### src/rtl/mem_arb_pkg.sv
// mem_arb_pkg: shared encodings and widths for the memory request arbiter
package mem_arb_pkg;
  localparam int ADDR_W = 16;
  localparam int DATA_W = 16;
  localparam logic REQ_READ = 1'b0;
  localparam logic REQ_WRITE = 1'b1;
  typedef enum logic [1:0] {ST_IDLE, ST_WAIT, ST_DONE} state_t;
endpackage

### src/rtl/mem_request_arbiter_if.sv
// mem_request_arbiter_if: requester-side and memory-controller-side signals of the arbiter
interface mem_request_arbiter_if;
  import mem_arb_pkg::*;
  logic r0_request, r0_type, r0_done, r0_err;
  logic [ADDR_W-1:0] r0_address;
  logic [DATA_W-1:0] r0_wdata, r0_rdata;
  logic r1_request, r1_type, r1_done, r1_err;
  logic [ADDR_W-1:0] r1_address;
  logic [DATA_W-1:0] r1_wdata, r1_rdata;
  logic request, request_type;
  logic [ADDR_W-1:0] request_address;
  logic [DATA_W-1:0] memory_write, data_out;
  logic memory_ready, write_complete, busy, grant_id;
  modport slave (
    input r0_request, r0_type, r0_address, r0_wdata, r1_request, r1_type, r1_address, r1_wdata,
    input data_out, memory_ready, write_complete,
    output r0_done, r0_err, r0_rdata, r1_done, r1_err, r1_rdata,
    output request, request_type, request_address, memory_write, busy, grant_id
  );
  modport master (
    output r0_request, r0_type, r0_address, r0_wdata, r1_request, r1_type, r1_address, r1_wdata,
    output data_out, memory_ready, write_complete,
    input r0_done, r0_err, r0_rdata, r1_done, r1_err, r1_rdata,
    input request, request_type, request_address, memory_write, busy, grant_id
  );
endinterface

### src/rtl/rr_arbiter2.sv
// rr_arbiter2: picks the winner of two requests, round-robin or fixed priority on a tie
module rr_arbiter2 #(
  parameter bit PRIORITY_MODE = 1'b0
) (
  input  logic [1:0] req,
  input  logic       last_grant,
  output logic       valid,
  output logic       winner
);
  assign valid = |req;
  assign winner = (&req) ? (PRIORITY_MODE ? 1'b0 : ~last_grant) : req[1];
endmodule

### src/rtl/mem_request_arbiter.sv
// mem_request_arbiter: shares the memory-controller port between two requesters with a watchdog
module mem_request_arbiter #(
  parameter bit          PRIORITY_MODE = 1'b0,
  parameter logic [15:0] TIMEOUT       = 16'hFFFF
) (
  input logic clk,
  input logic reset,
  mem_request_arbiter_if.slave bus
);
  import mem_arb_pkg::*;
  state_t state, state_n;
  logic last_grant, last_grant_n, grant, grant_n, req, req_n, req_type, req_type_n;
  logic any, win, complete, expire;
  logic [15:0] timer, timer_n;
  logic [ADDR_W-1:0] req_addr, req_addr_n;
  logic [DATA_W-1:0] req_wdata, req_wdata_n;
  logic [1:0] done, done_n, err, err_n;
  logic [DATA_W-1:0] rdata [2];
  logic [DATA_W-1:0] rdata_n [2];
  rr_arbiter2 #(.PRIORITY_MODE(PRIORITY_MODE)) u_arb (
    .req({bus.r1_request, bus.r0_request}),
    .last_grant(last_grant),
    .valid(any),
    .winner(win)
  );
  assign complete = (req_type == REQ_WRITE) ? bus.write_complete : bus.memory_ready;
  assign expire = (TIMEOUT != 16'd0) && (timer == TIMEOUT - 16'd1);
  // next-state and next values of every latched field
  always_comb begin
    state_n = state;
    last_grant_n = last_grant;
    grant_n = grant;
    req_n = req;
    req_type_n = req_type;
    req_addr_n = req_addr;
    req_wdata_n = req_wdata;
    timer_n = timer;
    done_n = done;
    err_n = err;
    rdata_n = rdata;
    case (state)
      ST_IDLE: if (any) begin
        state_n = ST_WAIT;
        req_n = 1'b1;
        grant_n = win;
        timer_n = '0;
        req_type_n = win ? bus.r1_type : bus.r0_type;
        req_addr_n = win ? bus.r1_address : bus.r0_address;
        req_wdata_n = win ? bus.r1_wdata : bus.r0_wdata;
      end
      ST_WAIT: begin
        timer_n = (&timer) ? timer : timer + 16'd1;
        if (complete || expire) begin
          state_n = ST_DONE;
          req_n = 1'b0;
          done_n[grant] = 1'b1;
          err_n[grant] = ~complete;
          if (req_type == REQ_READ) rdata_n[grant] = complete ? bus.data_out : '0;
          if (complete) last_grant_n = grant;
        end
      end
      ST_DONE: begin
        state_n = ST_IDLE;
        done_n = '0;
        err_n = '0;
      end
      default: state_n = ST_IDLE;
    endcase
  end
  // state and transaction registers; reset withdraws the request at once
  always_ff @(posedge clk or posedge reset) begin
    if (reset) begin
      state <= ST_IDLE;
      last_grant <= 1'b1;
      grant <= 1'b0;
      req <= 1'b0;
      req_type <= 1'b0;
      req_addr <= '0;
      req_wdata <= '0;
      timer <= '0;
      done <= '0;
      err <= '0;
      rdata <= '{'0, '0};
    end else begin
      state <= state_n;
      last_grant <= last_grant_n;
      grant <= grant_n;
      req <= req_n;
      req_type <= req_type_n;
      req_addr <= req_addr_n;
      req_wdata <= req_wdata_n;
      timer <= timer_n;
      done <= done_n;
      err <= err_n;
      rdata <= rdata_n;
    end
  end
  assign bus.request = req;
  assign bus.request_type = req_type;
  assign bus.request_address = req_addr;
  assign bus.memory_write = req_wdata;
  assign bus.r0_done = done[0];
  assign bus.r1_done = done[1];
  assign bus.r0_err = err[0];
  assign bus.r1_err = err[1];
  assign bus.r0_rdata = rdata[0];
  assign bus.r1_rdata = rdata[1];
  assign bus.busy = state != ST_IDLE;
  assign bus.grant_id = grant;
endmodule
### src/flat_wrapper.sv
// flat-port wrapper written by rule: the top's interface ports become plain ports
module mem_request_arbiter_flat import mem_arb_pkg::*;
#(
  parameter bit          PRIORITY_MODE = 1'b0,
  parameter logic [15:0] TIMEOUT       = 16'hFFFF
)
  (clk, reset, bus_r0_request, bus_r0_type, bus_r0_address, bus_r0_wdata, bus_r1_request, bus_r1_type, bus_r1_address, bus_r1_wdata, bus_data_out, bus_memory_ready, bus_write_complete, bus_r0_done, bus_r0_err, bus_r0_rdata, bus_r1_done, bus_r1_err, bus_r1_rdata, bus_request, bus_request_type, bus_request_address, bus_memory_write, bus_busy, bus_grant_id);
  mem_request_arbiter_if bus_i ();
  input logic clk;
  input logic reset;
  input wire logic [$bits(bus_i.r0_request)-1:0] bus_r0_request;
  input wire logic [$bits(bus_i.r0_type)-1:0] bus_r0_type;
  input wire logic [$bits(bus_i.r0_address)-1:0] bus_r0_address;
  input wire logic [$bits(bus_i.r0_wdata)-1:0] bus_r0_wdata;
  input wire logic [$bits(bus_i.r1_request)-1:0] bus_r1_request;
  input wire logic [$bits(bus_i.r1_type)-1:0] bus_r1_type;
  input wire logic [$bits(bus_i.r1_address)-1:0] bus_r1_address;
  input wire logic [$bits(bus_i.r1_wdata)-1:0] bus_r1_wdata;
  input wire logic [$bits(bus_i.data_out)-1:0] bus_data_out;
  input wire logic [$bits(bus_i.memory_ready)-1:0] bus_memory_ready;
  input wire logic [$bits(bus_i.write_complete)-1:0] bus_write_complete;
  output wire logic [$bits(bus_i.r0_done)-1:0] bus_r0_done;
  output wire logic [$bits(bus_i.r0_err)-1:0] bus_r0_err;
  output wire logic [$bits(bus_i.r0_rdata)-1:0] bus_r0_rdata;
  output wire logic [$bits(bus_i.r1_done)-1:0] bus_r1_done;
  output wire logic [$bits(bus_i.r1_err)-1:0] bus_r1_err;
  output wire logic [$bits(bus_i.r1_rdata)-1:0] bus_r1_rdata;
  output wire logic [$bits(bus_i.request)-1:0] bus_request;
  output wire logic [$bits(bus_i.request_type)-1:0] bus_request_type;
  output wire logic [$bits(bus_i.request_address)-1:0] bus_request_address;
  output wire logic [$bits(bus_i.memory_write)-1:0] bus_memory_write;
  output wire logic [$bits(bus_i.busy)-1:0] bus_busy;
  output wire logic [$bits(bus_i.grant_id)-1:0] bus_grant_id;
  assign bus_i.r0_request = bus_r0_request;
  assign bus_i.r0_type = bus_r0_type;
  assign bus_i.r0_address = bus_r0_address;
  assign bus_i.r0_wdata = bus_r0_wdata;
  assign bus_i.r1_request = bus_r1_request;
  assign bus_i.r1_type = bus_r1_type;
  assign bus_i.r1_address = bus_r1_address;
  assign bus_i.r1_wdata = bus_r1_wdata;
  assign bus_i.data_out = bus_data_out;
  assign bus_i.memory_ready = bus_memory_ready;
  assign bus_i.write_complete = bus_write_complete;
  assign bus_r0_done = bus_i.r0_done;
  assign bus_r0_err = bus_i.r0_err;
  assign bus_r0_rdata = bus_i.r0_rdata;
  assign bus_r1_done = bus_i.r1_done;
  assign bus_r1_err = bus_i.r1_err;
  assign bus_r1_rdata = bus_i.r1_rdata;
  assign bus_request = bus_i.request;
  assign bus_request_type = bus_i.request_type;
  assign bus_request_address = bus_i.request_address;
  assign bus_memory_write = bus_i.memory_write;
  assign bus_busy = bus_i.busy;
  assign bus_grant_id = bus_i.grant_id;
  mem_request_arbiter #(.PRIORITY_MODE(PRIORITY_MODE), .TIMEOUT(TIMEOUT)) u_core (.clk(clk), .reset(reset), .bus(bus_i));
endmodule
### config.mk
export PLATFORM = sky130hd
export DESIGN_NAME = mem_request_arbiter_flat
export DESIGN_NICKNAME = d
export VERILOG_FILES = /design/src/rtl/mem_arb_pkg.sv /design/src/rtl/mem_request_arbiter_if.sv /design/src/rtl/rr_arbiter2.sv /design/src/rtl/mem_request_arbiter.sv /design/src/flat_wrapper.sv
export SDC_FILE = /design/constraint.sdc
export NUM_CORES = 1
export LEC_CHECK = 0
export ABC_AREA = 1
export CORE_UTILIZATION = 47
export DETAILED_ROUTE_END_ITERATION = 16
export PLACE_DENSITY = 0.85
export SYNTH_ARGS = -nofsm -noshare
export SYNTH_HDL_FRONTEND = slang
export SYNTH_SLANG_ARGS = --single-unit
### constraint.sdc
create_clock -name clk -period 8.1 [get_ports clk]
set_input_delay 0.81 -clock clk [delete_from_list [all_inputs] [get_ports clk]]
set_output_delay 0.81 -clock clk [all_outputs]
set_load 0.02 [all_outputs]
==> results_tabular.tex <==
\begin{tabular}{lr}
\hline
Metric & Value \\
\hline
\multicolumn{2}{l}{\textbf{Timing}} \\
\quad Slew at the pin with the worst max-slew slack & 1.20 ns \\
\quad RSZ-0062 raised after global routing & no \\
\quad Setup TNS Final & 0 ns \\
\quad Relative slew slack & 0.198 \\
\quad Fin crit period & between 3 and 4 ns \\
\quad Final hold viol count & 0 \\
\quad Max-slew violation count & 0 \\
\quad Setup skew after layout & 0.0134 ns \\
\quad Final Cycle Share & 0.402 \\
\quad Number of failing setup endpoints in the final timing report & 0 \\
\quad Worst setup margin & 4.84 ns \\
\quad FMAX & 307 MHz \\
\multicolumn{2}{l}{\textbf{Cells and area}} \\
\quad Number of nets in the final layout & 722 \\
\quad Area occupied by registers & 2250 um2 \\
\quad Most common cell after layout, fill and taps aside & sky130\_fd\_sc\_hd\_\_clkdlybuf4s50\_1 \\
\quad Ratio of cells with drive above 1 in the final layout & 0.0769 \\
\quad Antenna cell count & 0 \\
\quad Multi-input gate area & 1680 um2 \\
\quad Commonest cells after routing, fill and taps aside & sky130\_fd\_sc\_hd\_\_clkdlybuf4s50\_1, sky130\_fd\_sc\_hd\_\_nand2\_1, sky130\_fd\_sc\_hd\_\_dfrtp\_1 \\
\quad Area delta synth->final & 43.7\% \\
\quad Area of all placed cells without fillers & 5960 um2 \\
\quad Fillcell total & 635 \\
\multicolumn{2}{l}{\textbf{Detailed routing}} \\
\quad Vias & 3883 \\
\quad Via density & 5.23 \\
\quad Final Routed Wirelength & 11.2 mm \\
\quad Post-detailed-route wirelength per cell & approximately 15 um \\
\quad Final ANT Viol Nets & 0 \\
\quad Iter 0 DRT Violations & 200 \\
\quad Drc violations & 0 \\
\quad First-pass detailed-route iteration total & 4 \\
\multicolumn{2}{l}{\textbf{Synthesis}} \\
\quad Sequential element share of the synthesized area & 0.543 \\
\quad Post-synthesis cell area & just over 4000 um2 \\
\quad Total of flip-flops plus latches after synthesis & 90 \\
\quad Number of different library cells in the post-synthesis netlist & 28 \\
\quad Count of warnings emitted by yosys & 0 \\
\quad Primary FF master, synth & sky130\_fd\_sc\_hd\_\_dfrtp\_1 \\
\quad Top-area cell type share of the netlist area & 0.537 \\
\quad Cell types with the largest area share after synthesis & sky130\_fd\_sc\_hd\_\_dfrtp\_1, sky130\_fd\_sc\_hd\_\_nand2\_1, sky130\_fd\_sc\_hd\_\_o21ai\_0, sky130\_fd\_sc\_hd\_\_nor2\_1, sky130\_fd\_sc\_hd\_\_o21ai\_2 \\
\quad Area leader, netlist & sky130\_fd\_sc\_hd\_\_dfrtp\_1 \\
\quad Number of enable flip-flop cells after synthesis & 0 \\
\quad Post-Synthesis Cells & 482 \\
\quad Average instance area after synthesis & $\sim$8.6 um2 \\
\quad Share of async-settable or async-resettable flops after synthesis & 1.00 \\
\quad Number of nets produced by synthesis & 572 \\
\multicolumn{2}{l}{\textbf{Hold path}} \\
\quad Hold path cells & 2 \\
\quad Hold Path Class & flop to flop \\
\multicolumn{2}{l}{\textbf{Setup path}} \\
\quad CP Max Fanout & 35 \\
\quad Type of the worst setup path & input pin to flop \\
\quad Arrival time of data at the critical path endpoint & about 3.5 ns \\
\quad Worst reg2reg path depth & 5 \\
\quad Crit path required time & roughly 8.3 ns \\
\quad Critical Path Sink Type & flop \\
\quad Crit start category & input pin \\
\multicolumn{2}{l}{\textbf{Place}} \\
\quad Worst slack, placed & 4.46 ns \\
\quad Post-detailed-placement cell area & 5760 um2 \\
\quad Gp weighted congestion & 0.935 \\
\quad Detailed placer's ending HPWL & 8.19 mm \\
\quad \# port buffers & 159 \\
\multicolumn{2}{l}{\textbf{Clock tree}} \\
\quad Number of buffers inserted during clock tree synthesis & 9 \\
\quad Post-CTS Repair Setup Buffers & 0 \\
\quad Clock slew at the register clock pins of the worst setup and hold paths & 0.09 ns \\
\quad Post-cts hold buffer count & 0 \\
\quad Max clock buf depth & 2 \\
\quad Cell at the root of the clock tree & sky130\_fd\_sc\_hd\_\_clkbuf\_8 \\
\quad CTS tree & built \\
\quad \# H-tree levels & 3 \\
\quad Clock Latency Late Sink & around 0.36 ns \\
\quad Sink count of the clock tree & 90 \\
\quad Post-CTS Resized & 0 \\
\multicolumn{2}{l}{\textbf{Floorplan}} \\
\quad Starting Density & 0.495 \\
\quad Y dimension of the die & 96.0 um \\
\quad Die ar. & 9210 um2 \\
\quad Area of the placeable core & 8380 um2 \\
\quad Die Wd & between 90 and 100 um \\
\quad Row Count & 33 \\
\quad Number of I/O pins & 160 \\
\multicolumn{2}{l}{\textbf{Power}} \\
\quad Pwr per Cell Area & 369 nW/um2 \\
\quad Peak supply drop & $\sim$170 uV \\
\quad Power Total & approximately 2200 uW \\
\quad Leakage power figure & 0.00256 uW \\
\multicolumn{2}{l}{\textbf{Global route}} \\
\quad Total congestion overflow after global routing & 0 \\
\quad GRT Overall Usage & 0.254 \\
\quad Largest net degree at the start of global routing & 91 \\
\quad Number of antenna violations at the first check in global routing & 0 \\
\quad Vias in the first global route & 3780 \\
\quad First-pass GRT wire length & roughly 18 mm \\
\multicolumn{2}{l}{\textbf{Run}} \\
\quad Count of max-cap constraint violations & 0 \\
\multicolumn{2}{l}{\textbf{Status}} \\
\quad Run status & completed \\
\hline
\end{tabular}
per-layer routing:
layer  wire [um]  global-route usage  up-vias  share of wire
met3         863              0.0656       22          0.077
li1            -                   -     1889              -
met1        4410               0.312     1817           0.39
met4         309              0.0983        0          0.028
met5           0                   0        -              0
met2        5630               0.430      155           0.50
through the flow:
stage | util | std cells | hold slack (ns)
after floorplan | - | 482 | 0.485
after global placement | 0.687 | 726 | 0.462
after detailed placement | 0.687 | 726 | 0.466
after CTS | 0.712 | 742 | 0.492
after global routing | 0.712 | 742 | 0.515
final | 0.712 | 742 | 0.486
cell usage after synthesis (5+ instances only):
cell / n
sky130_fd_sc_hd__o21ai_2: 18
sky130_fd_sc_hd__nor2_1: 49
sky130_fd_sc_hd__nand3_1: 19
sky130_fd_sc_hd__o21ai_1: 19
sky130_fd_sc_hd__clkbuf_1: 14
sky130_fd_sc_hd__nand4_1: 5
sky130_fd_sc_hd__dfrtp_1: 89
sky130_fd_sc_hd__nand2_1: 132
sky130_fd_sc_hd__buf_6: 7
sky130_fd_sc_hd__o21ai_0: 77
sky130_fd_sc_hd__inv_1: 21
final timing paths:
path,endpoint,start,slack [ns]
worst min-delay path,u_core.bus.request,u_core.bus.request,0.49
max in group asynchronous,u_core.timer[11],reset,6.26
worst max register to register,u_core.bus.memory_write[0],u_core.last_grant,5.25
worst min register to register,u_core.bus.request,u_core.bus.request,0.49
worst max-delay path,u_core.bus.memory_write[0],bus_r0_request,4.84
min in group asynchronous,u_core.bus.request_address[6],reset,1.14
critical path, stage by stage:
cell and delay [ns]:
sky130_fd_sc_hd__clkdlybuf4s50_1 0.49, sky130_fd_sc_hd__nand2_1 0.06, sky130_fd_sc_hd__nand2_1 0.86, sky130_fd_sc_hd__inv_1 0.73, sky130_fd_sc_hd__o21ai_0 0.39, sky130_fd_sc_hd__o21ai_0 0.12
flip-flops by register name, indices dropped and copies added (netlist names), 2 cells and up:
| signal | cells |
|---|---|
| u_core.bus.memory_write | 16 |
| u_core.bus.request_address | 16 |
| u_core.err | 2 |
| u_core.done | 2 |
| u_core.bus.r0_rdata | 16 |
| u_core.state | 2 |
| u_core.bus.r1_rdata | 16 |
| u_core.timer | 16 |
kinds of logic after synthesis:
group / count (synthesis) / share of synthesized area
AOI/OAI and AO/OA: 124 / 0.170
xor gates and xnor gates: 5 / 0.0106
adders and majority gates: 2 / 0.00603
buffers and inverters: 45 / 0.0537
DFF: 90 / 0.543
and+or+nand+nor: 216 / 0.216
power by group:
| part | internal [uW] | switching [uW] |
|---|---|---|
| Sequential | 639 | 120 |
| Combinational | 473 | 650 |
| Clock | 155 | 167 |
layout make-up:
type,instances,area share
sequential,90,0.378
multi-input combinational,347,0.281
timing repair buffer,161,0.269
clock buffer,10,0.0231
tap,105,0.0220
inverter,23,0.0147
clock inverter,6,0.0117
No activity file was read; power rests on OpenSTA's default activity.
